--- src/rtl/seconds_display_driver.sv ---
// seconds_display_driver
//
// Takes the seconds counter's binary value (0..59). Each time it is strobed,
// the value goes through a sequential shift-add-3 (double dabble) BCD
// converter. The result drives a two-digit multiplexed 7-segment display.
// Values above 59 are flagged on err, and both digits then show a dash. The
// last in-range BCD digits are kept.
//
// Optional feature macro: SECDISP_LZB_EN
//   Defined:   a tens digit of 0 is blanked (seg = 7'h00) unless err is set.
//   Undefined: a tens digit of 0 is shown as '0' (7'h3F).
//
// Parameters:
//   MUX_LOG2   log2 of the number of cycles each digit is displayed (>= 1).
//
// Ports:
//   clk        clock
//   rst_n      asynchronous active-low reset
//   sec_in     [5:0] binary seconds value, sampled when sec_valid is high
//   sec_valid  single-cycle update strobe
//   seg        [6:0] {g,f,e,d,c,b,a}, active high, registered
//   digit_sel  [1:0] one-hot digit enable, bit0 = ones, bit1 = tens, registered
//   bcd_tens   [2:0] last in-range tens digit
//   bcd_ones   [3:0] last in-range ones digit
//   busy       high while a conversion (SHIFT or LOAD) is in progress
//   err        high when the last converted value was greater than 59

module seconds_display_driver #(
    parameter int MUX_LOG2 = 10
) (
    input  logic       clk,
    input  logic       rst_n,
    input  logic [5:0] sec_in,
    input  logic       sec_valid,
    output logic [6:0] seg,
    output logic [1:0] digit_sel,
    output logic [2:0] bcd_tens,
    output logic [3:0] bcd_ones,
    output logic       busy,
    output logic       err
);

    typedef enum logic [1:0] {
        S_IDLE  = 2'd0,
        S_SHIFT = 2'd1,
        S_LOAD  = 2'd2
    } state_t;

    localparam logic [MUX_LOG2-1:0] MUX_ONE = 1;

    state_t              state_q, state_d;
    logic [5:0]          val_q, val_d;        // value being converted
    logic [5:0]          sh_q, sh_d;          // binary bits still to shift, MSB first
    logic [6:0]          scr_q, scr_d;        // BCD scratch {tens[2:0], ones[3:0]}
    logic [2:0]          cnt_q, cnt_d;        // shift step counter
    logic [5:0]          pend_q, pend_d;      // one-deep pending value
    logic                pend_vld_q, pend_vld_d;
    logic [2:0]          tens_q, tens_d;
    logic [3:0]          ones_q, ones_d;
    logic                err_q, err_d;
    logic [MUX_LOG2-1:0] mux_q, mux_d;
    logic                phase_q, phase_d;    // 0 = ones digit, 1 = tens digit
    logic [6:0]          seg_q, seg_d;
    logic [1:0]          dsel_q, dsel_d;

    logic                start;
    logic [5:0]          start_val;

    // Segment pattern for a decimal digit; codes 10..15 never occur.
    function automatic logic [6:0] seg_enc(input logic [3:0] d);
        logic [6:0] s;
        case (d)
            4'd0:    s = 7'h3F;
            4'd1:    s = 7'h06;
            4'd2:    s = 7'h5B;
            4'd3:    s = 7'h4F;
            4'd4:    s = 7'h66;
            4'd5:    s = 7'h6D;
            4'd6:    s = 7'h7D;
            4'd7:    s = 7'h07;
            4'd8:    s = 7'h7F;
            4'd9:    s = 7'h6F;
            default: s = 7'h00;
        endcase
        return s;
    endfunction

    // One double-dabble step: correct each nibble that is >= 5, then shift
    // the next binary bit in at the bottom. For out-of-range inputs the
    // tens nibble can overflow. That result is never loaded.
    function automatic logic [6:0] dabble_step(input logic [6:0] s, input logic b);
        logic [2:0] t;
        logic [3:0] o;
        t = s[6:4];
        o = s[3:0];
        if (t >= 3'd5) t = t + 3'd3;
        if (o >= 4'd5) o = o + 4'd3;
        return {t[1:0], o, b};
    endfunction

    // Converter FSM: next state and datapath
    always_comb begin
        state_d    = state_q;
        val_d      = val_q;
        sh_d       = sh_q;
        scr_d      = scr_q;
        cnt_d      = cnt_q;
        pend_d     = pend_q;
        pend_vld_d = pend_vld_q;
        tens_d     = tens_q;
        ones_d     = ones_q;
        err_d      = err_q;
        start      = 1'b0;
        start_val  = sec_in;

        case (state_q)
            S_IDLE: begin
                if (sec_valid) begin
                    start     = 1'b1;
                    start_val = sec_in;
                end
            end
            S_SHIFT: begin
                scr_d = dabble_step(scr_q, sh_q[5]);
                sh_d  = {sh_q[4:0], 1'b0};
                cnt_d = cnt_q + 3'd1;
                if (cnt_q == 3'd5) state_d = S_LOAD;
                if (sec_valid) begin
                    pend_d     = sec_in;
                    pend_vld_d = 1'b1;
                end
            end
            S_LOAD: begin
                if (val_q <= 6'd59) begin
                    tens_d = scr_q[6:4];
                    ones_d = scr_q[3:0];
                    err_d  = 1'b0;
                end else begin
                    err_d  = 1'b1;
                end
                state_d = S_IDLE;
                // A queued value runs next. A strobe in this same cycle takes
                // the slot it frees. With nothing queued, a strobe starts at once.
                if (pend_vld_q) begin
                    start      = 1'b1;
                    start_val  = pend_q;
                    pend_vld_d = sec_valid;
                    if (sec_valid) pend_d = sec_in;
                end else if (sec_valid) begin
                    start     = 1'b1;
                    start_val = sec_in;
                end
            end
            default: state_d = S_IDLE;
        endcase

        if (start) begin
            state_d = S_SHIFT;
            val_d   = start_val;
            sh_d    = start_val;
            scr_d   = '0;
            cnt_d   = '0;
        end
    end

    // Display multiplexer and segment selection
    always_comb begin
        mux_d   = mux_q + MUX_ONE;
        phase_d = (mux_q == '1) ? ~phase_q : phase_q;
        dsel_d  = phase_q ? 2'b10 : 2'b01;
        if (err_q) begin
            seg_d = 7'h40;
        end else if (phase_q) begin
`ifdef SECDISP_LZB_EN
            seg_d = (tens_q == 3'd0) ? 7'h00 : seg_enc({1'b0, tens_q});
`else
            seg_d = seg_enc({1'b0, tens_q});
`endif
        end else begin
            seg_d = seg_enc(ones_q);
        end
    end

    always_ff @(posedge clk or negedge rst_n) begin
        if (!rst_n) begin
            state_q    <= S_IDLE;
            val_q      <= '0;
            sh_q       <= '0;
            scr_q      <= '0;
            cnt_q      <= '0;
            pend_q     <= '0;
            pend_vld_q <= 1'b0;
            tens_q     <= '0;
            ones_q     <= '0;
            err_q      <= 1'b0;
            mux_q      <= '0;
            phase_q    <= 1'b0;
            seg_q      <= '0;
            dsel_q     <= '0;
        end else begin
            state_q    <= state_d;
            val_q      <= val_d;
            sh_q       <= sh_d;
            scr_q      <= scr_d;
            cnt_q      <= cnt_d;
            pend_q     <= pend_d;
            pend_vld_q <= pend_vld_d;
            tens_q     <= tens_d;
            ones_q     <= ones_d;
            err_q      <= err_d;
            mux_q      <= mux_d;
            phase_q    <= phase_d;
            seg_q      <= seg_d;
            dsel_q     <= dsel_d;
        end
    end

    assign seg       = seg_q;
    assign digit_sel = dsel_q;
    assign bcd_tens  = tens_q;
    assign bcd_ones  = ones_q;
    assign err       = err_q;
    assign busy      = (state_q != S_IDLE);

endmodule
--- config.mk ---
export PLATFORM = sky130hd
export DESIGN_NAME = seconds_display_driver
export DESIGN_NICKNAME = d
export VERILOG_FILES = /design/src/rtl/seconds_display_driver.sv
export SDC_FILE = /design/constraint.sdc
export NUM_CORES = 1
export LEC_CHECK = 0
export CAP_MARGIN = 20
export CORE_MARGIN = 3
export CORE_UTILIZATION = 46
export DETAILED_ROUTE_END_ITERATION = 16
export PLACE_DENSITY = 0.71
export SLEW_MARGIN = 20
export SYNTH_ARGS = -nofsm -noshare
export SYNTH_HDL_FRONTEND = slang
export SYNTH_SLANG_ARGS = --single-unit
--- constraint.sdc ---
create_clock -name clk -period 2.45 [get_ports clk]
set_clock_uncertainty 0.2 [all_clocks]
set_input_delay 0.49 -clock clk [delete_from_list [all_inputs] [get_ports clk]]
set_output_delay 0.49 -clock clk [all_outputs]
set_load 0.005 [all_outputs]
==> results of run 1 <==
state kept, by name, indices dropped and copies added (netlist names), 2 cells and up:
signal	count
sh_q	6
cnt_q	3
val_q	4
mux_q	10
state_q	2
digit_sel	2
seg	7
bcd_ones	4
scr_q	7
pend_q	6
bcd_tens	3
layout by cell type, fill, tap and decap left out, types with 10 or more instances in the layout:
cell type	instances
dfrtp_1	57
nand2_1	29
clkdlybuf4s50_1	25
ha_1	16
inv_1	14
mux2_2	14
nor2_1	13
o21ai_0	12
clkbuf_8	10
logic make-up after synthesis:
| group | Yosys count | share of synthesized area |
|---|---|---|
| simple gates | 74 | 0.1332 |
| fa+ha+maj | 16 | 0.07223 |
| mux | 16 | 0.06411 |
| xor+xnor | 12 | 0.03792 |
| compound gates | 53 | 0.1318 |
| flops | 57 | 0.5147 |
| buf+inv | 26 | 0.04605 |
final timing paths:
check,start,endpoint,slack [ps],cells past startpoint
worst max-delay path,state_q[0]$_DFFE_PN0P_,busy,180,3
min in group asynchronous,rst_n,seg[5]$_DFF_PN0_,480,3
worst max register to register,scr_q[0]$_DFFE_PN0P_,scr_q[2]$_DFFE_PN0P_,500,6
worst min register to register,mux_q[8]$_DFF_PN0_,mux_q[8]$_DFF_PN0_,270,1
max in group asynchronous,rst_n,seg[2]$_DFF_PN0_,1310,3
worst min-delay path,mux_q[8]$_DFF_PN0_,mux_q[8]$_DFF_PN0_,270,1
critical path: stages (launching register included):
cell and delay, ps:
dfrtp_1 350, clkinv_1 240, nand2_1 130, clkdlybuf4s50_1 530
power by group:
group / switching, mW / internal, mW / leakage [nW]
sequential: 0.266 / 1.27 / 0.704
clock: 0.378 / 0.493 / 0.0953
combinational: 0.717 / 0.759 / 0.665
total: 1.36 / 2.52 / 1.46
layer usage:
metal	global-route usage	vias to the layer above
li1	-	950
met1	0.2202	940
met2	0.2379	30
met3	0.03850	10
met4	0.09649	0
met5	0	-
through the flow:
step	instances	setup slack (ps)	area (um^2)	power [mW]
final	362	176.0	3294	3.883
after global routing	362	50.65	3294	4.167
after CTS	362	149.1	3294	3.910
after detailed placement	345	397.6	3088	3.027
after global placement	345	426.2	3088	2.961
after floorplan	254	733.9	2771	2.517
final cells by class:
type | instances | area [um^2] | share of cell area
timing repair buffer | 31 | 307.8 | 0.09343
inverter | 15 | 56.30 | 0.01709
sequential | 57 | 1426 | 0.4330
tap | 72 | 90.09 | 0.02735
clock inverter | 5 | 55.05 | 0.01671
clock buffer | 11 | 141.4 | 0.04292
multi-input combinational | 171 | 1217 | 0.3695
==> impl_metrics.csv, run 1 <==
group,metric,value,unit
global_route,antenna_found_initial,0,
yosys,postSynth.asyncResetShare,1.000,
cts,clk_latency,340,ps
worst_setup_path,required,1760,ps
power,p_leak,1.464,nW
final_layout,diodes,0,
global_route,first_global_vias,1946,
global_route,gr-total-overflow,0,
cts,htreeDepth,3,
cts,cts-resized-gates,0,
route,vias,1930,
timing,fin_crit_sh,0.9282,
final_layout,fillCellCount,476,
route,ant_nets,0,
yosys,ys_seq_area_frac,0.5147,
cts,cts-root-buf,"clkbuf_8",
yosys,synth_most_common_cell,"dfrtp_1",
final_layout,post-route-util,0.5805,
timing,hold_viol,0,
yosys,synthTopCellsByCount,"dfrtp_1 (57), nand2_1 (29), ha_1 (16)",
timing,slew_headroom,0.7337,
yosys,synth_ff_type,"dfrtp_1",
yosys,syn-num-nets,279,
timing,hold_slack,273.7,ps
route,drc,0,
yosys,syn_inst,254,
yosys,synth-edff-count,0,
die,fp.dieH,83.62,um
yosys,synth_top_cells_by_area,"dfrtp_1 (51%), ha_1 (7.2%), mux2_2 (5.7%)",
timing,timing.fmax,439.8,MHz
global_route,grt_max_degree,58,
die,die_area,6992,um^2
die,ioPinCount,27,
global_route,grt_pass1_wl,9.108,mm
cts,path_clk_slew,70,ps
global_route,grt_usage,0.1631,
power,peakVddDrop,0.4950,mV
die,fp.coreArea,5675,um^2
timing,worstMarginPinSlew,399.4,ps
place,dp_hpwl,3.603,mm
route,wl_met3,160,um
yosys,ys_warn_count,0,
die,chipWidth,83.62,um
cts,cts_hold_buf,1,
cts,clock_sinks,57,
job,maxCapViolations,0,
route,wire_per_inst,14.49,um
timing,rsz0062_at_grt,"no",
worst_setup_path,crit_type,"reg2out",
yosys,yosysTopAreaCell,"dfrtp_1",
route,wl_met2,2.433,mm
route,via_per_inst,5.331,
final_layout,syn_to_final_growth,18.87,%
route,drtPass1Iterations,4,
place,portBuffers,26,
worst_setup_path,cp.arrival,1580,ps
cts,cts_buffers,9,
timing,period_minus_slack,2274,ps
timing,slew_violations,0,
worst_setup_path,end_kind,"primary output",
route,m1WireLength,2.531,mm
final_layout,fin_nets,310,
worst_setup_path,startpoint_type,"flip-flop",
route,drt_wl_total,5.246,mm
yosys,synth-seq-cells,57,
timing,finalSetupViolCount,0,
die,row_count,27,
worst_hold_path,hold_class,"reg2reg",
timing,fin_tns_setup,0,ps
cts,clockBufferDepth,2,
yosys,synth_area,2771,um^2
power,power_per_cell_area,1179,nW/um^2
cts,cts_tree,"done",
outcome,outcome,"finished, final reports clean",
yosys,yosys.cell_types.count,47,
worst_setup_path,crit_path_max_fanout,9,
route,dr.max_layer_used,"met4",
cts,cts_setup_buffers,0,
yosys,syn_area_per_cell,10.91,um^2
die,initial_utilization,0.4883,
yosys,synth_top_area_share,0.5147,
route,first_iter_violations,131,
final_layout,drive_gt1_frac,0.1483,
place,place.gp.congestion,0.7805,
No activity file was read; power rests on OpenSTA's default activity.
==> run 2: changes to the inputs <==
--- a/config.mk
+++ b/config.mk
@@ -7,9 +7,9 @@
 export LEC_CHECK = 0
 export CAP_MARGIN = 20
 export CORE_MARGIN = 3
-export CORE_UTILIZATION = 46
+export CORE_UTILIZATION = 28
 export DETAILED_ROUTE_END_ITERATION = 16
-export PLACE_DENSITY = 0.71
+export PLACE_DENSITY = 0.5
 export SLEW_MARGIN = 20
 export SYNTH_ARGS = -nofsm -noshare
 export SYNTH_HDL_FRONTEND = slang
==> impl_metrics.csv, run 2 (synthesized netlist as in run 1, its figures left out) <==
group,metric,value,unit
cts,clockBufferDepth,2,
final_layout,final_area,3402,um^2
place,place_ws,416.9,ps
route,first_iter_violations,53,
timing,finalSetupViolCount,0,
worst_hold_path,hold_class,"reg2reg",
timing,period_minus_slack,2253,ps
power,power_per_cell_area,1166,nW/um^2
timing,fin_tns_setup,0,ps
final_layout,final_cell_mix,"dfrtp_1 (57), nand2_1 (29), clkdlybuf4s50_1 (25)",
power,sequentialPowerShare,0.385,
final_layout,top_register,"mux_q",
timing,slew_headroom,0.7379,
cts,cts_buffers,9,
power,clkPwrFrac,0.244,
place,dp_hpwl,3.762,mm
global_route,grt_pass1_wl,9.108,mm
place,portBuffers,26,
route,via_per_inst,4.529,
route,vias,1902,
timing,hold_viol,0,
cts,cts_tree,"done",
final_layout,syn_to_final_growth,22.75,%
power,p_comb_frac,0.371,
worst_setup_path,crit_path_max_fanout,9,
global_route,antenna_found_initial,0,
route,ant_nets,0,
die,fp.coreArea,9415,um^2
cts,cts-root-buf,"clkbuf_8",
final_layout,diodes,0,
worst_setup_path,startpoint_type,"flip-flop",
cts,clk_latency,340,ps
die,ioPinCount,27,
timing,fin_crit_sh,0.9194,
power,peakVddDrop,0.4372,mV
place,place.gp.congestion,0.7668,
cts,htreeDepth,3,
route,wl_met3,269,um
place,placed_area,3174,um^2
die,chipWidth,105.5,um
global_route,grt_max_degree,58,
cts,cts_setup_buffers,0,
cts,clock_sinks,57,
timing,worstMarginPinSlew,392.3,ps
worst_setup_path,crit_type,"reg2out",
timing,rsz0062_at_grt,"no",
die,row_count,35,
timing,timing.fmax,443.9,MHz
power,p_leak,1.483,nW
final_layout,final_common_cell,"dfrtp_1",
power,swShare,0.3376,
global_route,gr-total-overflow,0,
route,wire_per_inst,12.69,um
final_layout,fin_nets,312,
die,initial_utilization,0.2944,
route,drtPass1Iterations,4,
worst_setup_path,end_kind,"primary output",
final_layout,largest_register_ffs,10,
timing,finalWorstSetupSlack,197.4,ps
route,dr.max_layer_used,"met4",
die,die_area,11130,um^2
route,drc,0,
power,power.switching,1.340,mW
route,drt_wl_total,5.330,mm
cts,path_clk_slew,70,ps
worst_setup_path,cp.arrival,1560,ps
global_route,first_global_vias,1925,
final_layout,fillCellCount,930,
final_layout,drive_gt1_frac,0.1546,
route,wl_met2,2.449,mm
outcome,outcome,"finished, final reports clean",
worst_setup_path,required,1760,ps
route,m1WireLength,2.512,mm
timing,slew_violations,0,
power,p_int,2.628,mW
global_route,grt_usage,0.1044,
job,maxCapViolations,0,
die,fp.dieH,105.5,um
==> run 2: cell count changes in the layout (fill, tap and decap cells not counted) <==
cell | before | now
buf_4 | 3 | 5
bufinv_16 | 1 | 2
clkbuf_1 | 1 | 0
clkinv_2 | 2 | 1
==> run 2: layout make-up <==
type	count	area, um^2	share of cell area
clock buffer	10	137.6	0.04046
sequential	57	1426	0.4193
tap	129	161.4	0.04744
timing repair buffer	33	322.8	0.09489
clock inverter	5	80.08	0.02354
inverter	15	56.30	0.01655
multi-input combinational	171	1217	0.3579
==> run 2: per-stage QoR <==
step           hold slack [ps]  instances  power (mW)    util
5_1_grt                  299.1        420       4.299  0.3613
6_report                 266.1        420       3.968  0.3613
4_1_cts                  275.1        420       4.030  0.3613
3_5_place_dp             262.1        404       3.044  0.3371
2_1_floorplan           -5.591        254       2.517       -
3_3_place_gp             255.5        404       3.013  0.3371
==> run 2: power by group through the flow <==
stage          logic (mW)  registers (mW)  clock network [mW]
2_1_floorplan        1.04            1.48                   0
3_3_place_gp         1.47            1.55                   0
3_5_place_dp         1.50            1.55                   0
4_1_cts              1.50            1.53                1.00
5_1_grt              1.67            1.59                1.04
6_report             1.47            1.53               0.967
==> run 2: final timing paths <==
path                                   startpoint  cells past startpoint  slack (ps)                endpoint
setup / recovery           state_q[0]$_DFFE_PN0P_                      3         200                    busy
hold / removal                 mux_q[4]$_DFF_PN0_                      1         270      mux_q[4]$_DFF_PN0_
setup reg to reg             scr_q[0]$_DFFE_PN0P_                      6         510    scr_q[2]$_DFFE_PN0P_
hold reg to reg                mux_q[4]$_DFF_PN0_                      1         270      mux_q[4]$_DFF_PN0_
max in group asynchronous                   rst_n                      3        1300    val_q[5]$_DFFE_PN0N_
min in group asynchronous                   rst_n                      3         490  digit_sel[1]$_DFF_PN0_
==> run 2: metal layers <==
metal / track usage / vias up
met5: 0 / -
met4: 0.04440 / 0
met3: 0.04042 / 10
met2: 0.1667 / 33
met1: 0.1256 / 910
li1: - / 949
==> run 2: critical path, stage by stage, from the launching register on <==
cell and delay (ps):
dfrtp_1 350, clkinv_1 250, nand2_1 130, clkdlybuf4s50_1 510
==> run 2: timing repair <==
item / in CTS / in global routing
hold buffers: 1 / 0
endpoints found under the hold margin: 57 / 0
resized for setup: 0 / 0
==> run 3: changes to the inputs <==
--- a/config.mk
+++ b/config.mk
@@ -10,6 +10,7 @@
 export CORE_UTILIZATION = 28
 export DETAILED_ROUTE_END_ITERATION = 16
 export PLACE_DENSITY = 0.5
+export RECOVER_POWER = 50
 export SLEW_MARGIN = 20
 export SYNTH_ARGS = -nofsm -noshare
 export SYNTH_HDL_FRONTEND = slang
==> impl_metrics.csv, run 3 (synthesized netlist as in run 1, its figures left out) <==
group,metric,value,unit
cts,htreeDepth,3,
final_layout,final_cell_mix,"dfrtp_1 (57), nand2_1 (29), clkdlybuf4s50_1 (25)",
job,maxCapViolations,0,
route,drt_wl_total,5.330,mm
cts,cts-root-buf,"clkbuf_8",
worst_setup_path,startpoint_type,"flip-flop",
power,p_leak,1.472,nW
worst_setup_path,cp.arrival,1560,ps
route,wire_per_inst,12.69,um
die,ioPinCount,27,
timing,slew_violations,0,
final_layout,top_register,"mux_q",
route,ant_nets,0,
power,power_per_cell_area,1171,nW/um^2
route,m1WireLength,2.501,mm
worst_hold_path,hold_class,"reg2reg",
route,first_iter_violations,66,
timing,timing.fmax,444.2,MHz
die,fp.coreArea,9415,um^2
die,die_area,11130,um^2
global_route,gr-total-overflow,0,
cts,clockBufferDepth,2,
outcome,outcome,"finished, final reports clean",
worst_setup_path,end_kind,"primary output",
timing,slew_headroom,0.1435,
timing,worstMarginPinSlew,1285,ps
global_route,grt_usage,0.1044,
worst_setup_path,crit_type,"reg2out",
place,place.gp.congestion,0.7668,
place,dp_hpwl,3.762,mm
cts,cts-resized-gates,0,
power,peakVddDrop,0.4375,mV
timing,period_minus_slack,2251,ps
cts,path_clk_slew,70,ps
die,row_count,35,
worst_setup_path,required,1760,ps
route,drtPass1Iterations,4,
cts,cts_setup_buffers,0,
final_layout,largest_register_ffs,10,
global_route,grt_pass1_wl,9.108,mm
route,wl_met2,2.450,mm
final_layout,fillCellCount,936,
die,fp.dieH,105.5,um
final_layout,fin_nets,312,
final_layout,diodes,0,
cts,cts_tree,"done",
timing,fin_tns_setup,0,ps
route,drc,0,
global_route,first_global_vias,1925,
place,portBuffers,26,
global_route,antenna_found_initial,0,
final_layout,drive_gt1_frac,0.1478,
timing,rsz0062_at_grt,"no",
die,initial_utilization,0.2944,
final_layout,stdcell_count,420,
place,dp.cells,404,
route,via_per_inst,4.536,
timing,finalSetupViolCount,0,
timing,hold_viol,0,
cts,clock_sinks,57,
die,chipWidth,105.5,um
route,vias,1905,
final_layout,final_common_cell,"dfrtp_1",
global_route,grt_max_degree,58,
timing,fin_crit_sh,0.9189,
route,dr.max_layer_used,"met4",
cts,cts_hold_buf,1,
route,wl_met3,280,um
cts,clk_latency,340,ps
final_layout,syn_to_final_growth,21.81,%
worst_setup_path,crit_path_max_fanout,9,
cts,cts_buffers,9,
run 3: per-stage QoR:
step / utilization / hold WS [ps] / instance area (um^2) / total power, mW / setup slack, ps
finish: 0.3585 / 266.1 / 3376 / 3.954 / 198.6
global route: 0.3585 / 299.1 / 3376 / 4.284 / 22.21
CTS: 0.3613 / 275.1 / 3402 / 4.030 / 144.9
detailed placement: 0.3371 / 262.1 / 3174 / 3.044 / 416.9
global placement: 0.3371 / 255.5 / 3174 / 3.013 / 443.2
floorplan: - / -5.591 / 2771 / 2.517 / 733.9
run 3: where the power goes:
group          switching, mW  total [mW]  internal [mW]
Combinational          0.705        1.46          0.755
Clock                  0.374       0.967          0.592
Sequential             0.257        1.53           1.27
Total                   1.34        3.95           2.62
run 3: worst paths after layout:
check                                        from                      to  slack, ps  cells past startpoint
hold / removal                 mux_q[4]$_DFF_PN0_      mux_q[4]$_DFF_PN0_        270                      1
max in group asynchronous                   rst_n   pend_q[4]$_DFFE_PN0P_        400                      3
min in group asynchronous                   rst_n  digit_sel[1]$_DFF_PN0_        840                      3
setup reg to reg             scr_q[0]$_DFFE_PN0P_    scr_q[2]$_DFFE_PN0P_        500                      6
setup / recovery           state_q[0]$_DFFE_PN0P_                    busy        200                      3
hold reg to reg                mux_q[4]$_DFF_PN0_      mux_q[4]$_DFF_PN0_        270                      1
run 3: worst max-delay path: stages, from the launching register on:
cell	delay (ps)
dfrtp_1	350
clkinv_1	250
nand2_1	130
clkdlybuf4s50_1	510
run 3: area by class of cell:
class | count | area, um^2 | area share
flip-flops and latches | 57 | 1426 | 0.4225
multi-input cells | 171 | 1210 | 0.3584
repair buffers | 33 | 304.0 | 0.09007
well taps | 129 | 161.4 | 0.04781
clock buffers | 10 | 137.6 | 0.04077
clock inverters | 5 | 80.08 | 0.02372
inverters | 15 | 56.30 | 0.01668
run 3: routing by layer:
layer,vias up,track usage
met2,37,0.1667
met4,0,0.04440
li1,949,-
met1,909,0.1256
met5,-,0
met3,10,0.04042
